$ cat config.mk
export PLATFORM = sky130hd
export DESIGN_NAME = ds_40_sched_flat
export DESIGN_NICKNAME = d
export VERILOG_FILES = /design/src/rtl/ds_40_sched_if.sv /design/src/rtl/ds_40_sched.sv /design/src/flat_wrapper.sv
export SDC_FILE = /design/constraint.sdc
export NUM_CORES = 1
export LEC_CHECK = 0
export BUFFER_PORTS_ARGS = -buffer_cell sky130_fd_sc_hd__buf_2
export CAP_MARGIN = 40
export CORE_MARGIN = 5
export CORE_UTILIZATION = 49
export DETAILED_ROUTE_END_ITERATION = 12
export PLACE_DENSITY = 0.8
export REMOVE_ABC_BUFFERS = 1
export SLEW_MARGIN = 25
export SYNTH_ARGS = -nofsm -noshare
export SYNTH_HDL_FRONTEND = slang
export SYNTH_SLANG_ARGS = --single-unit
$ cat constraint.sdc
create_clock -name clock_40 -period 2.4 [get_ports clock_40]
set_input_delay 0.36 -clock clock_40 [delete_from_list [all_inputs] [get_ports clock_40]]
set_output_delay 0.36 -clock clock_40 [all_outputs]
set_load 0.02 [all_outputs]
$ cat src/rtl/ds_40_sched_if.sv
// Requester handshake and serializer-side bus of the ds_40 byte scheduler.
// The scheduler uses the slave modport; requesters and observers use master.
interface ds_40_sched_if #(
  parameter int NUM_REQ = 4
);
  localparam int GW = (NUM_REQ > 1) ? $clog2(NUM_REQ) : 1;

  logic [NUM_REQ-1:0]   req_valid;
  logic [NUM_REQ-1:0]   req_ready;
  logic [8*NUM_REQ-1:0] req_data;
  logic [7:0]           ser_data;
  logic                 ser_enable;
  logic                 frame_start;
  logic [2:0]           bit_idx;
  logic [GW-1:0]        grant_id;
  logic                 busy;
  logic [15:0]          tx_count;

  modport master (
    output req_valid, req_data,
    input  req_ready, ser_data, ser_enable, frame_start, bit_idx, grant_id, busy, tx_count
  );

  modport slave (
    input  req_valid, req_data,
    output req_ready, ser_data, ser_enable, frame_start, bit_idx, grant_id, busy, tx_count
  );
endinterface

$ cat src/rtl/ds_40_sched.sv
// Round-robin byte scheduler feeding one ds_40 serializer: 1 load cycle, 8 shift cycles, optional gap.
// Accepts the next byte in the last shift/gap cycle so back-to-back bytes leave with no dead cycles.
module ds_40_sched #(
  parameter int NUM_REQ    = 4,
  parameter int GAP_CYCLES = 0
) (
  input  logic          clock_40,
  input  logic          reset,
  input  logic          run,
  ds_40_sched_if.slave  bus
);
  localparam int GW = (NUM_REQ > 1) ? $clog2(NUM_REQ) : 1;
  localparam logic [3:0] GAP_LAST = (GAP_CYCLES > 0) ? 4'(GAP_CYCLES - 1) : 4'd0;

  typedef enum logic [1:0] {S_IDLE, S_LOAD, S_SHIFT, S_GAP} state_t;

  state_t              r_state;
  logic [2:0]          r_bit_idx;
  logic [3:0]          r_gap_cnt;
  logic [GW-1:0]       r_last_grant;
  logic [GW-1:0]       r_grant_id;
  logic [7:0]          r_ser_data;
  logic                r_ser_enable;
  logic                r_busy;
  logic [15:0]         r_tx_count;

  logic                w_open;
  logic                w_found;
  logic                w_accept;
  logic [GW-1:0]       w_gnt;
  logic [NUM_REQ-1:0]  w_ready;

  always_comb begin
    w_open = (r_state == S_IDLE) ||
             (r_state == S_SHIFT && r_bit_idx == 3'd7 && GAP_CYCLES == 0) ||
             (r_state == S_GAP && r_gap_cnt == GAP_LAST);
    w_found = 1'b0;
    w_gnt   = '0;
    w_ready = '0;
    // Search starts just after the last grant so every requester gets a turn.
    for (int k = 1; k <= NUM_REQ; k++) begin
      int idx;
      idx = (int'(r_last_grant) + k) % NUM_REQ;
      if (!w_found && bus.req_valid[idx[GW-1:0]]) begin
        w_found = 1'b1;
        w_gnt   = idx[GW-1:0];
      end
    end
    w_accept = w_found & w_open & run & reset;
    if (w_accept) w_ready[w_gnt] = 1'b1;
  end

  always_ff @(posedge clock_40 or negedge reset) begin
    if (!reset) begin
      r_state      <= S_IDLE;
      r_bit_idx    <= 3'd0;
      r_gap_cnt    <= 4'd0;
      r_last_grant <= GW'(NUM_REQ - 1);
      r_grant_id   <= '0;
      r_ser_data   <= 8'd0;
      r_ser_enable <= 1'b0;
      r_busy       <= 1'b0;
      r_tx_count   <= 16'd0;
    end else begin
      r_ser_enable <= 1'b0;
      if (w_accept) begin
        r_state      <= S_LOAD;
        r_ser_data   <= bus.req_data[8*int'(w_gnt) +: 8];
        r_ser_enable <= 1'b1;
        r_grant_id   <= w_gnt;
        r_last_grant <= w_gnt;
        r_tx_count   <= r_tx_count + 16'd1;
        r_bit_idx    <= 3'd0;
        r_busy       <= 1'b1;
      end else begin
        case (r_state)
          S_IDLE: r_busy <= 1'b0;
          S_LOAD: begin
            r_state   <= S_SHIFT;
            r_bit_idx <= 3'd0;
          end
          S_SHIFT: begin
            if (r_bit_idx != 3'd7) begin
              r_bit_idx <= r_bit_idx + 3'd1;
            end else begin
              r_bit_idx <= 3'd0;
              if (GAP_CYCLES > 0) begin
                r_state   <= S_GAP;
                r_gap_cnt <= 4'd0;
              end else begin
                r_state <= S_IDLE;
                r_busy  <= 1'b0;
              end
            end
          end
          S_GAP: begin
            if (r_gap_cnt == GAP_LAST) begin
              r_state <= S_IDLE;
              r_busy  <= 1'b0;
            end else begin
              r_gap_cnt <= r_gap_cnt + 4'd1;
            end
          end
          default: r_state <= S_IDLE;
        endcase
      end
    end
  end

  assign bus.req_ready   = w_ready;
  assign bus.ser_data    = r_ser_data;
  assign bus.ser_enable  = r_ser_enable;
  assign bus.frame_start = r_ser_enable;
  assign bus.bit_idx     = r_bit_idx;
  assign bus.grant_id    = r_grant_id;
  assign bus.busy        = r_busy;
  assign bus.tx_count    = r_tx_count;
endmodule
$ cat src/flat_wrapper.sv
// flat-port wrapper written by rule: the top's interface ports become plain ports
module ds_40_sched_flat 
#(
  parameter int NUM_REQ    = 4,
  parameter int GAP_CYCLES = 0
)
  (clock_40, reset, run, bus_req_valid, bus_req_data, bus_req_ready, bus_ser_data, bus_ser_enable, bus_frame_start, bus_bit_idx, bus_grant_id, bus_busy, bus_tx_count);
  ds_40_sched_if #(.NUM_REQ(NUM_REQ)) bus_i ();
  input  logic clock_40;
  input  logic reset;
  input  logic run;
  input wire logic [$bits(bus_i.req_valid)-1:0] bus_req_valid;
  input wire logic [$bits(bus_i.req_data)-1:0] bus_req_data;
  output wire logic [$bits(bus_i.req_ready)-1:0] bus_req_ready;
  output wire logic [$bits(bus_i.ser_data)-1:0] bus_ser_data;
  output wire logic [$bits(bus_i.ser_enable)-1:0] bus_ser_enable;
  output wire logic [$bits(bus_i.frame_start)-1:0] bus_frame_start;
  output wire logic [$bits(bus_i.bit_idx)-1:0] bus_bit_idx;
  output wire logic [$bits(bus_i.grant_id)-1:0] bus_grant_id;
  output wire logic [$bits(bus_i.busy)-1:0] bus_busy;
  output wire logic [$bits(bus_i.tx_count)-1:0] bus_tx_count;
  assign bus_i.req_valid = bus_req_valid;
  assign bus_i.req_data = bus_req_data;
  assign bus_req_ready = bus_i.req_ready;
  assign bus_ser_data = bus_i.ser_data;
  assign bus_ser_enable = bus_i.ser_enable;
  assign bus_frame_start = bus_i.frame_start;
  assign bus_bit_idx = bus_i.bit_idx;
  assign bus_grant_id = bus_i.grant_id;
  assign bus_busy = bus_i.busy;
  assign bus_tx_count = bus_i.tx_count;
  ds_40_sched #(.NUM_REQ(NUM_REQ), .GAP_CYCLES(GAP_CYCLES)) u_core (.clock_40(clock_40), .reset(reset), .run(run), .bus(bus_i));
endmodule
==> results.ini <==
[synth]
synth_most_common_cell=dfrtp_1
synth_area_leaders=dfrtp_1 (44%), mux2i_1 (8.1%), xnor2_1 (6.3%)
async_reset_ff_frac=1.00
yosys.area.top_type=dfrtp_1
synthTopCellsByCount=dfrtp_1 (37), nand2_1 (30), mux2i_1 (17), xnor2_1 (15)
yosysTopAreaCellShare=0.443
synth-main-ff-cell=dfrtp_1
netlist_area_um2=2090
ys_warn_count=0
ys_types=36
syn_area_per_cell_um2=10.5
syn_inst=198
ys_seq_area_frac=0.469
ys_seq_elements=39
synth_edf_count=0

[critical_path]
cpPeakStageDelay_ns=0.45
critPathMaxFanout=10
cp_cell_sequence=ha_4, nand4bb_1, a211o_1, buf_6, nor3_1, buf_2
path_buf_inv=2
endpoint_kind=primary output
cp_data_arrival_time_ns=1.97
cp_slowest_cell=dfrtp_1
startpoint_type=register
crit_type=register to primary output
required_ns=2.04
cp_top_family=flip-flops

[floorplan]
die-area_um2=5670
die_w_um=75.3
fp.coreArea_um2=4060
fp-row-count=23
initial_utilization=0.515
io_pins=75
die_h_um=75.3

[routing]
vias_per_cell=5.25
drt_iter0_markers=60
ant_nets=0
dr.pass1.iters=4
wl_per_cell_um=13.8
routed_wl_mm=4.56
drc=0
vias=1738

[final_layout]
area_growth_pct=29.4
seq_area_um2=980
drive_above_1_share=0.374
fillers=297
nets=328
multi_input_area_um2=1060
stdcell_area_um2=2700
diodes=0

[placement]
globalplace.congestion=0.783
io_buffer_count=74
dp_hpwl_mm=3.41
placed_area_um2=2510
dpl_worst_slack_ns=0.303

[sta]
finalHoldViolCount=0
fin_crit_sh=0.972
slew_violations=0
setup_viol=0
fin_skew_ns=0.00419
layout_min_cycle_time_ns=2.33
max_freq_mhz=429
slew_headroom=0.677
tightest_slew_ns=0.480
setup_slack_ns=0.0666

[grt]
grt_pass1_wl_mm=7.54
grt_overflow=0
grt_util_all_layers=0.174
antenna_found_initial=0
grt_max_degree=40
grt_pass1_vias=1689

[clock_network]
hold_buffers=0
cts-root-buf=clkbuf_8
htree_levels=2
cts_buffers=5
cts_tree=built
clock_tree.buffer_depth=2
clk_pin_slew_worst_paths_ns=0.08
cts_sinks=39
clk_latency_ns=0.30

[worst_hold_path]
hold_class=input pin to async pin

[pwr]
cellLeakagePower_nw=1.42
powerDensity_nw_per_um2=1060
peakVddDrop_mv=0.519

[job]
maxCapViolCount=0

[run_status]
status=completed

[kinds of logic after synthesis]
group                    synth area share
AND/OR/NAND/NOR                     0.180
multiplexers                       0.0815
flip-flops                          0.469
XOR/XNOR                           0.0755
AO/OA/AOI/OAI                      0.0995
adder cells (fa/ha/maj)            0.0539
buffers and inverters              0.0413
[placed cells by master (no fill, tap or decap), types with 7 or more instances in the layout]
cell type and n:
nand3_1 9, mux2i_1 17, nand2_1 29, ha_1 7, xnor2_1 15, buf_4 9, dfrtp_1 36, o221ai_1 8
inv_1 7, buf_2 73
[area by class of cell]
cell class                      instances  share of cell area
Multi-Input combinational cell        143               0.394
Sequential cell                        39               0.363
Timing Repair Buffer                   83               0.164
Clock buffer                            6              0.0306
Tap cell                               50              0.0232
Clock inverter                          2              0.0144
Inverter                                8              0.0111
[through the flow]
stage	util	std cells	hold slack [ns]	setup TNS (ns)	total power [W]
5_1_grt	0.666	331	0.160	-0.0514	0.00304
4_1_cts	0.648	327	0.133	0	0.00282
3_5_place_dp	0.618	319	0.460	0	0.00223
2_1_floorplan	-	190	0.0644	-8.81	0.00184
3_3_place_gp	0.618	319	0.450	0	0.00219
6_report	0.666	331	0.113	0	0.00285
[routing by layer]
metal  GRT usage  vias up  routed length [um]
met3      0.0414        9                 341
li1            -      863                   -
met5           0        -                   0
met1       0.235      804                2040
met4      0.0816        0                  97
met2       0.264       62                2080
[power by group]
part	switching (W)	leakage (nW)	total (W)	internal, W
logic	0.000690	0.855	0.00122	0.000526
clock network	0.000238	0.0618	0.000580	0.000342
registers	0.000184	0.502	0.00106	0.000872
total	0.00111	1.42	0.00285	0.00174
[worst register-to-register path, cell delays in order, from the launching register on]
cell and delay, ns:
dfrtp_1 0.45, ha_4 0.21, nand4bb_1 0.15, a211o_1 0.36
buf_6 0.16, buf_4 0.13, and3_1 0.22, and4_1 0.22
xor2_1 0.13
[what timing repair did]
| item | CTS | global route |
|---|---|---|
| endpoints found under the setup margin | 2 | 4 |
| resized for setup | 1 | 10 |
| setup buffers | 0 | 4 |
| pin swaps | 0 | 3 |
[sequential cells by signal, indices dropped and copies added (netlist names)]
name and count:
u_core.r_gap_cnt 4, u_core.bus.tx_count 16, u_core.bus.grant_id 2, u_core.bus.frame_start 1
u_core.r_last_grant 2, u_core.bus.bit_idx 3, u_core.r_state 2, u_core.bus.busy 1
u_core.bus.ser_data 8
[worst paths after layout]
kind	start	end	slack (ns)	cells past startpoint
setup / recovery	u_core.r_state[0]	bus_req_ready[1]	0.07	6
hold / removal	reset	u_core.bus.busy	0.11	2
setup reg to reg	u_core.r_state[0]	u_core.r_gap_cnt[3]	0.26	8
hold reg to reg	u_core.bus.tx_count[15]	u_core.bus.tx_count[15]	0.47	1
max in group asynchronous	reset	u_core.r_last_grant[0]	1.93	2
min in group clock_40	bus_req_data[6]	u_core.bus.ser_data[6]	0.37	3
(Power assumes the default switching activity.)
